<file path="src/rtl/joy_pkg.sv">
// joy_pkg: joystick conditioning types, direction bit indices and arbitration helpers
package joy_pkg;
  typedef enum logic [1:0] {JM_8WAY, JM_4LAST, JM_4FIRST, JM_2H} joy_mode_e;
  localparam int D_UP = 3;
  localparam int D_DOWN = 2;
  localparam int D_LEFT = 1;
  localparam int D_RIGHT = 0;
  function automatic logic [3:0] prio_sel(input logic [3:0] v);
    return v[D_UP] ? 4'(1 << D_UP) : v[D_DOWN] ? 4'(1 << D_DOWN) : v[D_LEFT] ? 4'(1 << D_LEFT) : v[D_RIGHT] ? 4'(1 << D_RIGHT) : 4'b0000;
  endfunction
  function automatic logic [3:0] socd(input logic [3:0] v);
    return {(&v[D_UP:D_DOWN]) ? 2'b00 : v[D_UP:D_DOWN], (&v[D_LEFT:D_RIGHT]) ? 2'b00 : v[D_LEFT:D_RIGHT]};
  endfunction
endpackage

</file>
<file path="src/rtl/joy_chan.sv">
// joy_chan: one joystick channel - sync, debounce, direction-mode arbitration and autofire
module joy_chan
  import joy_pkg::*;
#(
  parameter int DEB_LEN = 4,
  parameter int AF_BITS = 8
) (
  input  logic               clk,
  input  logic               reset_n,
  input  logic               ce,
  input  logic [1:0]         mode,
  input  logic [3:0]         in_dir,
  input  logic               in_fire,
  input  logic               af_en,
  input  logic [AF_BITS-1:0] af_half,
  output logic [3:0]         out_dir,
  output logic               out_fire,
  output logic               dir_chg
);
  localparam int CW = (DEB_LEN > 0) ? $clog2(DEB_LEN + 1) : 1;
  localparam logic [CW-1:0] DEB_MAX = CW'(DEB_LEN);
  logic [4:0] s1_q, s2_q, acc_q, acc_d;
  logic [CW-1:0] cnt_q [5];
  logic [CW-1:0] cnt_d [5];
  logic [3:0] prev_q, eff, new_dir, kept, mask_q, mask_d, out_dir_q, out_dir_d;
  logic [1:0] mode_q;
  joy_mode_e m;
  logic mode_chg, dir_chg_q, dir_chg_d;
  logic af_act, af_wrap, af_ph_q, af_ph_d, out_fire_q, out_fire_d;
  logic [AF_BITS-1:0] af_cnt_q, af_cnt_d;
  // bit 4 is fire; a bit is accepted once it has differed from the accepted value for DEB_LEN ticks
  always_comb begin
    for (int i = 0; i < 5; i++) begin
      acc_d[i] = (s2_q[i] != acc_q[i] && cnt_q[i] == DEB_MAX) ? s2_q[i] : acc_q[i];
      cnt_d[i] = (s2_q[i] == acc_q[i] || cnt_q[i] == DEB_MAX) ? '0 : ce ? cnt_q[i] + CW'(1) : cnt_q[i];
    end
  end
  // releases drop the mask before new edges are considered, so a new press always wins in 4-last mode
  always_comb begin
    m = joy_mode_e'(mode);
    mode_chg = mode != mode_q;
    eff = (m == JM_2H) ? (acc_q[3:0] & 4'b0011) : acc_q[3:0];
    new_dir = eff & ~prev_q;
    kept = mask_q & eff;
    mask_d = (mode_chg || m == JM_8WAY) ? 4'b0000
           : (m != JM_4FIRST && |new_dir) ? prio_sel(new_dir)
           : (|kept) ? mask_q : prio_sel(eff);
    out_dir_d = (m == JM_8WAY) ? socd(acc_q[3:0]) : mask_d;
    dir_chg_d = |(out_dir_d ^ out_dir_q);
  end
  always_comb begin
    af_act = af_en && (af_half != '0) && acc_q[4];
    af_wrap = af_cnt_q >= af_half - AF_BITS'(1);
    af_cnt_d = !af_act ? '0 : !ce ? af_cnt_q : af_wrap ? '0 : af_cnt_q + AF_BITS'(1);
    af_ph_d = af_act && (af_ph_q ^ (ce && af_wrap));
    out_fire_d = af_act ? ~af_ph_q : acc_q[4];
  end
  always_ff @(posedge clk or negedge reset_n) begin
    if (!reset_n) begin
      s1_q <= '0;
      s2_q <= '0;
      acc_q <= '0;
      for (int i = 0; i < 5; i++) cnt_q[i] <= '0;
      prev_q <= '0;
      mask_q <= '0;
      mode_q <= '0;
      out_dir_q <= '0;
      dir_chg_q <= 1'b0;
      af_cnt_q <= '0;
      af_ph_q <= 1'b0;
      out_fire_q <= 1'b0;
    end else begin
      s1_q <= {in_fire, in_dir};
      s2_q <= s1_q;
      acc_q <= acc_d;
      cnt_q <= cnt_d;
      prev_q <= acc_q[3:0];
      mask_q <= mask_d;
      mode_q <= mode;
      out_dir_q <= out_dir_d;
      dir_chg_q <= dir_chg_d;
      af_cnt_q <= af_cnt_d;
      af_ph_q <= af_ph_d;
      out_fire_q <= out_fire_d;
    end
  end
  assign out_dir = out_dir_q;
  assign out_fire = out_fire_q;
  assign dir_chg = dir_chg_q;
endmodule

</file>
<file path="src/rtl/joy_dir_arbiter.sv">
// joy_dir_arbiter: N-channel joystick conditioner sharing tick enable and autofire period
module joy_dir_arbiter
  import joy_pkg::*;
#(
  parameter int CHANNELS = 2,
  parameter int DEB_LEN  = 4,
  parameter int AF_BITS  = 8
) (
  input  logic                  clk,
  input  logic                  reset_n,
  input  logic                  ce,
  input  logic [2*CHANNELS-1:0] mode,
  input  logic [4*CHANNELS-1:0] in_dir,
  input  logic [CHANNELS-1:0]   in_fire,
  input  logic [CHANNELS-1:0]   af_en,
  input  logic [AF_BITS-1:0]    af_half,
  output logic [4*CHANNELS-1:0] out_dir,
  output logic [CHANNELS-1:0]   out_fire,
  output logic [CHANNELS-1:0]   dir_chg
);
  for (genvar c = 0; c < CHANNELS; c++) begin : g_chan
    joy_chan #(
      .DEB_LEN(DEB_LEN),
      .AF_BITS(AF_BITS)
    ) u_chan (
      .clk     (clk),
      .reset_n (reset_n),
      .ce      (ce),
      .mode    (mode[2*c +: 2]),
      .in_dir  (in_dir[4*c +: 4]),
      .in_fire (in_fire[c]),
      .af_en   (af_en[c]),
      .af_half (af_half),
      .out_dir (out_dir[4*c +: 4]),
      .out_fire(out_fire[c]),
      .dir_chg (dir_chg[c])
    );
  end
endmodule

</file>
<file path="config.mk">
export PLATFORM = sky130hd
export DESIGN_NAME = joy_dir_arbiter
export DESIGN_NICKNAME = d
export VERILOG_FILES = /design/src/rtl/joy_pkg.sv /design/src/rtl/joy_chan.sv /design/src/rtl/joy_dir_arbiter.sv
export SDC_FILE = /design/constraint.sdc
export NUM_CORES = 1
export LEC_CHECK = 0
export BUFFER_PORTS_ARGS = -buffer_cell sky130_fd_sc_hd__buf_2
export CORE_MARGIN = 2
export CORE_UTILIZATION = 30
export CTS_CLUSTER_DIAMETER = 200
export CTS_CLUSTER_SIZE = 20
export DETAILED_ROUTE_END_ITERATION = 7
export PLACE_DENSITY_LB_ADDON = 0.12
export SYNTH_ARGS = -nofsm -noshare
export SYNTH_HDL_FRONTEND = slang
export SYNTH_HIERARCHICAL = 1
export SYNTH_SLANG_ARGS = --single-unit
</file>
<file path="constraint.sdc">
create_clock -name clk -period 4.3 [get_ports clk]
set_clock_uncertainty 0.15 [all_clocks]
set_input_delay 0.43 -clock clk [delete_from_list [all_inputs] [get_ports clk]]
set_output_delay 0.43 -clock clk [all_outputs]
set_load 0.05 [all_outputs]
</file>
==> run summary, run 1 <==
root buffer cell: clkbuf_16
switching part of the total: 0.356
pre-CTS setup slack: 1.20 ns
GRT Overall Usage: 0.121
CTS Sinks: 110
Area Overhead vs Synth: 12.8%
Lkg Pwr: 3.17 nW
hpwl dp: 8.67 mm
Routed Antenna Nets: 0
Reg power frac: 0.438
vias in the first global route: 4361
outcome: complete, but fails checks
FILL cells: 2061
WL final: 12.2 mm
Synth Net Count: 658
core area: 0.0200 mm^2
Max Fclk: 0.365 GHz
Antenna diodes: 0
share of cells above drive strength 1: 0.138
Most used DFF post-synth: dfrtp_1
Vias: 4347
Setup violations, final: 0
EDFF count, synth: 0
synthesized cell area: 0.00608 mm^2
HP Class: input port to async pin
worst vdd ir: 0.187 mV
Critical Path Source: af_half[5]
fin worst setup slack: 1.56 ns
relative slew slack: 0.458
Final period util: 0.637
reg2reg start: g_chan[0].u_chan/af_cnt_q[0]$_DFFE_PN0P_
Resized cells post-CTS: 0
Layout Nets: 694
#FFs+latches synth: 110
first-pass GRT wire length: 21.1 mm
DRT Pass-1 Iters: 4
distinct cell type count after synthesis: 75
leading cell type in the layout, fill and taps excluded: dfrtp_1
Hold Fails Final Rpt: 4
die area: 0.0214 mm^2
Pwr Density: 470 mW/mm^2
WL/cell: 13.6 um
CTS tree: yes
Max Transition Viols Final: 0
CP arrival: 2.83 ns
Clock Pin Slew Worst Setup and Hold Paths: 0.07 ns
site row count: 52
Crit Path Class: input port to flip-flop
flop-to-flop setup slack: 1.83 ns
cells on worst reg2reg path: 8
P_int: 0.00207 W
asr flop ratio synth: 1.00
WHS: -0.0118 ns
setup_tns: 0 ns
CTS Buf Count: 9
NetSw: 0.00115 W
post-layout min period: 2.74 ns
Synth Instances: 589
Avg Cell Area, Syn: 10.3 um^2
most frequent cells in the layout: dfrtp_1 (110), nor2_1 (50), nand2_1 (50)
Max clock buf depth: 2
initial antenna violation count: 0
Crit Reg-Reg Endpoint: g_chan[0].u_chan/af_cnt_q[4]$_DFFE_PN0P_
Critical Path Fanout Max: 11
Req. time, crit path: 4.39 ns
largest net degree at the start of global routing: 60
H-tree Lvls: 3
port bufs: 38
Critical path destination: g_chan[1].u_chan/af_cnt_q[7]$_DFFE_PN0P_
Initial Utilization: 0.304
CP Launch Type: input port
GPL Wtd Cong: 0.844
worst slew pin tran: 0.813 ns
unrepaired setup endpoints after global routing: false
power share of the clock group: 0.264
chip width: 146 um
failing checks: hold timing
clk_lat worst skew: 0.35 ns
max cap viols: 0
sequential area share after synthesis: 0.453
Critical Path End Type: flip-flop
Ports: 39
Final Util: 0.342
Detailed Route Iter0 Violations: 179
Post-CTS Setup Inserts: 0
vias per inst: 4.83
grt total ovfl: 0
Synth warnings: 6
DRC viols: 0
Comb pwr share: 0.299
die height: 146 um
==> worst max-delay path: stages <==
cell and delay (ns):
buf_2 0.13, nor4_1 0.44, nor4b_1 0.36, xnor2_1 0.12, ha_1 0.30, nand4_1 0.11
o311ai_1 0.28, buf_4 0.22, nor2_1 0.09, a221o_1 0.34
==> what timing repair did <==
| action | in CTS | in global routing |
|---|---|---|
| hold endpoints to repair | 0 | 1 |
| endpoints found under the setup margin | 0 | 0 |
| hold buffers | 0 | 1 |
==> worst min-delay path by stage <==
stage / start / end
after floorplan: reset_n / g_chan[0].u_chan/acc_q[0]$_DFFE_PN0P_
after global placement: g_chan[1].u_chan/s1_q[4]$_DFF_PN0_ / g_chan[1].u_chan/s2_q[4]$_DFF_PN0_
after detailed placement: g_chan[1].u_chan/s1_q[3]$_DFF_PN0_ / g_chan[1].u_chan/s2_q[3]$_DFF_PN0_
after CTS: in_dir[7] / g_chan[1].u_chan/s1_q[3]$_DFF_PN0_
after global routing: in_dir[3] / g_chan[0].u_chan/s1_q[3]$_DFF_PN0_
final: reset_n / g_chan[0].u_chan/out_dir[1]$_DFF_PN0_
==> synth_stat cells (3+ instances only) <==
cell      instances  share of area
ha_1             42          0.086
buf_4             3         0.0037
o21ai_1           3         0.0025
a22o_1            6         0.0086
a22oi_1           3         0.0037
nand3_1          19          0.016
xor2_1           26          0.037
o21ai_0           9         0.0074
and2_1            6         0.0062
and3_1            6         0.0062
a21o_1           12          0.015
inv_1            39          0.024
o21a_1            4         0.0049
a21oi_1          18          0.015
nor4b_1           8          0.012
a211o_1           3         0.0043
buf_2             3         0.0025
mux2_2           12          0.022
nand2_1          50          0.031
o211ai_1          6         0.0074
nand2b_1         12          0.012
xnor2_1          20          0.029
nand4_1           5         0.0051
mux2i_1          13          0.021
nor2_1           50          0.031
nand4b_1          3         0.0043
nor3_1            9         0.0074
dfrtp_1         110           0.45
clkbuf_1          8         0.0049
a21boi_0          4         0.0049
a31oi_1           9         0.0093
o311ai_1          4         0.0058
a211oi_1          5         0.0062
or4b_1            3         0.0049
nor4_1            5         0.0051
nor2b_1           3         0.0031
==> layer usage <==
metal / track usage / wire, um / part of all wire / up-vias
met4: 0.0495 / 259 / 0.021 / 0
met3: 0.0313 / 415 / 0.034 / 21
met2: 0.192 / 5690 / 0.46 / 61
met1: 0.158 / 5870 / 0.48 / 2117
met5: 0 / 0 / 0 / -
li1: - / - / - / 2148
==> registers in the layout (all words and copies together) (netlist names) <==
register / flops
g_chan.u_chan/cnt_q: 30
g_chan.u_chan/mode_q: 4
g_chan.u_chan/mask_q: 8
g_chan.u_chan/acc_q: 10
g_chan.u_chan/af_cnt_q: 16
g_chan.u_chan/s2_q: 10
g_chan.u_chan/out_dir: 8
g_chan.u_chan/prev_q: 8
g_chan.u_chan/s1_q: 10
g_chan.u_chan/out_fire: 2
g_chan.u_chan/dir_chg: 2
g_chan.u_chan/af_ph_q: 2
==> per-stage QoR <==
step | cell area [um^2] | cells | total power (W) | hold slack (ns)
4_1_cts | 6850 | 899 | 0.00329 | 0.00198
3_5_place_dp | 6550 | 883 | 0.00240 | 0.186
5_1_grt | 6860 | 900 | 0.00349 | 0.00658
6_report | 6860 | 900 | 0.00322 | -0.0118
3_3_place_gp | 6550 | 883 | 0.00236 | 0.185
2_1_floorplan | 6080 | 589 | 0.00216 | -0.0156
==> cell type report <==
cell class / instances / area (um^2) / area share
clock buffers: 10 / 229 / 0.0334
inverters: 39 / 146 / 0.0213
clock inverters: 6 / 70.1 / 0.0102
flip-flops and latches: 110 / 2750 / 0.401
multi-input cells: 422 / 3090 / 0.451
repair buffers: 43 / 233 / 0.0339
well taps: 270 / 338 / 0.0492
==> cell families (layout without fill, tap and decap cells) <==
group | Yosys count | count (layout) | share of synthesized area
XOR/XNOR | 46 | 46 | 0.0662
multiplexers | 25 | 25 | 0.0436
adder cells (fa/ha/maj) | 42 | 42 | 0.0864
flip-flops | 110 | 110 | 0.453
buffers and inverters | 57 | 98 | 0.0391
AND/OR/NAND/NOR | 201 | 201 | 0.177
AO/OA/AOI/OAI | 108 | 108 | 0.135
==> power by group through the flow <==
stage / registers, W / clock network (W) / logic (W)
detailed placement: 0.00143 / 0 / 0.000970
CTS: 0.00141 / 0.000896 / 0.000976
floorplan: 0.00145 / 0 / 0.000710
global placement: 0.00142 / 0 / 0.000937
finish: 0.00141 / 0.000850 / 0.000963
global route: 0.00145 / 0.000939 / 0.00110
No activity file was read; power rests on OpenSTA's default activity.
==> inputs of run 2 (changes only) <==
Clock period 4.3 ns to 2.75 ns, I/O delays scaled along.
==> run 2 against run 1 <==
Compared with the run above: the run now ends clean; core utilization is 1.7 points higher; sequential share of layout area fell by 1.9 points; count of clock-buffer cells in the layout fell by 1; sequential power grew 57%; register-to-register slack got worse by 1.6 ns; non-clock buffer count grew 32; cell area increased by 4.9%; combinational power grew 61%; cell count grew 3.6%.
==> run summary, run 2 (synthesized netlist as in run 1, its figures left out) <==
Layout Nets: 726 (+4.6%)
CP arrival: 2.61 ns (-0.22 ns)
WHS: 0.200 ns (+0.212 ns)
Lkg Pwr: 3.34 nW (+5.4%)
Critical Path Fanout Max: 13 (+2)
clk_lat worst skew: 0.36 ns (about the same)
Vias: 4363 (+0.37%)
DRC viols: 0 (unchanged)
grt total ovfl: 0 (unchanged)
Req. time, crit path: 2.82 ns (-1.57 ns)
CP Cell Sequence: dlygate4sd3_1 -> buf_2 -> or4b_1 -> o211ai_1 -> mux2i_1 -> o21ai_0 -> a2111oi_1 -> nand4b_1
chip width: 146 um (unchanged)
slowest stage delay, CP: 0.55 ns (+0.11 ns)
worst slew pin tran: 0.626 ns (-0.187 ns)
Initial Utilization: 0.304 (unchanged)
core area: 0.0200 mm^2 (unchanged)
unrepaired setup endpoints after global routing: false
hpwl dp: 8.62 mm (-0.57%)
most frequent cells in the layout: dfrtp_1 (110), nor2_1 (50), nand2_1 (50)
Clock Pin Slew Worst Setup and Hold Paths: 0.08 ns (about the same)
Area Overhead vs Synth: 18.3%
largest reg by FF count: g_chan.u_chan/cnt_q
CTS Buf Count: 9 (unchanged)
Final Util: 0.359 (+0.0168)
largest net degree at the start of global routing: 53 (-12%)
initial antenna violation count: 0 (unchanged)
leading cell type in the layout, fill and taps excluded: dfrtp_1
GPL Wtd Cong: 0.843 (about the same)
max reg flops: 30 (unchanged)
Max clock buf depth: 2 (unchanged)
Max Fclk: 0.395 GHz
Antenna diodes: 0 (unchanged)
total power: 0.00521 W (+62%)
Ports: 39 (unchanged)
Max Transition Viols Final: 0 (unchanged)
fin area: 0.00720 mm^2 (+4.9%)
CTS Sinks: 110 (unchanged)
Final period util: 0.921
WL final: 12.0 mm (-1.6%)
hold path cells: 0
Slowest-stage cell, CP: dlygate4sd3_1
die area: 0.0214 mm^2 (unchanged)
biggest regs: g_chan.u_chan/cnt_q (30), g_chan.u_chan/af_cnt_q (16)
outcome: complete, no violations
vias per inst: 4.68 (-3.1%)
GRT Overall Usage: 0.119 (-0.00221)
vias in the first global route: 4395 (+0.78%)
die height: 146 um (unchanged)
site row count: 52 (unchanged)
Pwr Density: 723 mW/mm^2 (+54%)
Detailed Route Iter0 Violations: 154 (-14%)
Hold Startpoint: g_chan[1].u_chan/s1_q[3]$_DFF_PN0_
post-layout min period: 2.53 ns
Crit Path Class: input port to flip-flop
Hold Fails Final Rpt: 0 (-4)
Post-CTS Setup Inserts: 0 (unchanged)
DRT Pass-1 Iters: 4 (unchanged)
CTS tree: yes
Critical Path End Type: flip-flop
WL/cell: 12.9 um (-5.0%)
Setup violations, final: 0 (unchanged)
Crit Reg-Reg Endpoint: g_chan[1].u_chan/af_cnt_q[5]$_DFFE_PN0P_
flop-to-flop setup slack: 0.25 ns (-1.58 ns)
share of cells above drive strength 1: 0.160 (+0.0220)
first-pass GRT wire length: 21.1 mm (+0.23%)
root buffer cell: clkbuf_16
CP Launch Type: input port
cells on worst reg2reg path: 9 (+1)
HP Class: flip-flop to flip-flop
port bufs: 38 (unchanged)
placed instance area: 0.00668 mm^2 (+2.0%)
reg2reg start: g_chan[1].u_chan/af_cnt_q[0]$_DFFE_PN0P_
Hold Crit Endpoint: g_chan[1].u_chan/s2_q[3]$_DFF_PN0_
H-tree Lvls: 3 (unchanged)
Routed Antenna Nets: 0 (unchanged)
FILL cells: 2007 (-2.6%)
worst vdd ir: 0.241 mV (+28%)
relative slew slack: 0.583 (+0.124)
max cap viols: 0 (unchanged)
-- run 2: changes by cell type in the layout (fill, tap and decap cells not counted), sizes merged --
cell and change:
clkbuf -1, bufinv +1, dlygate4sd3 +16, clkinv -1, inv +2, clkinvlp -1
buf +16
-- run 2: how the worst max path moves through the flow --
stage / slack (ns) / to / from / cells after the start
final: 0.22 / g_chan[1].u_chan/dir_chg$_DFF_PN0_ / mode[3] / 8
after global routing: 0.005 / g_chan[0].u_chan/af_cnt_q[4]$_DFFE_PN0P_ / af_half[3] / 12
after detailed placement: -0.18 / g_chan[1].u_chan/af_cnt_q[3]$_DFFE_PN0P_ / af_half[5] / 9
after CTS: 0.18 / g_chan[1].u_chan/af_cnt_q[3]$_DFFE_PN0P_ / af_half[5] / 9
after global placement: -0.13 / g_chan[1].u_chan/af_cnt_q[3]$_DFFE_PN0P_ / af_half[5] / 10
after floorplan: 0.07 / g_chan[1].u_chan/af_cnt_q[3]$_DFFE_PN0P_ / af_half[5] / 9
-- run 2: what timing repair did --
| item | 4_1_cts | 5_1_grt |
|---|---|---|
| hold buffers | 17 | 0 |
| setup endpoints to repair | 0 | 7 |
| resized for setup | 0 | 2 |
| endpoints found under the hold margin | 37 | 0 |
-- run 2: area by class of cell --
cell class                      instances  area (um^2)  share of cell area
Sequential cell                       110         2750               0.382
Clock buffer                            9          225              0.0313
Timing Repair Buffer                   75          526              0.0730
Multi-Input combinational cell        422         3110               0.432
Tap cell                              270          338              0.0469
Clock inverter                          7          104              0.0144
Inverter                               39          146              0.0203
-- run 2: critical path, delay by kind of cell --
kind	cells	cell delay, ns
buffers and inverters	2	0.75
muxes	1	0.22
AOI/OAI and AO/OA	3	0.70
and+or+nand+nor	2	0.67
-- run 2: per-layer routing --
metal  track usage  vias to the layer above  routed length, um  share of wire
met4        0.0427                        0                170          0.014
li1              -                     2216                  -              -
met3        0.0194                       10                315          0.026
met5             0                        -                  0              0
met2         0.187                       49               5410           0.45
met1         0.166                     2088               6140           0.51
-- run 2: through the flow --
| stage | std cells | TNS (ns) | setup WS, ns |
|---|---|---|---|
| final | 932 | 0 | 0.217 |
| after CTS | 932 | 0 | 0.183 |
| after detailed placement | 899 | -1.86 | -0.176 |
| after global placement | 899 | -1.37 | -0.134 |
| after floorplan | 589 | 0 | 0.0694 |
| after global routing | 932 | 0 | 0.00490 |
-- run 2: power breakdown --
group / internal (W) / total (W) / leakage, nW / switching, W
combinational: 0.000670 / 0.00155 / 1.74 / 0.000879
clock: 0.000812 / 0.00145 / 0.155 / 0.000637
sequential: 0.00191 / 0.00221 / 1.45 / 0.000302
total: 0.00339 / 0.00521 / 3.34 / 0.00182
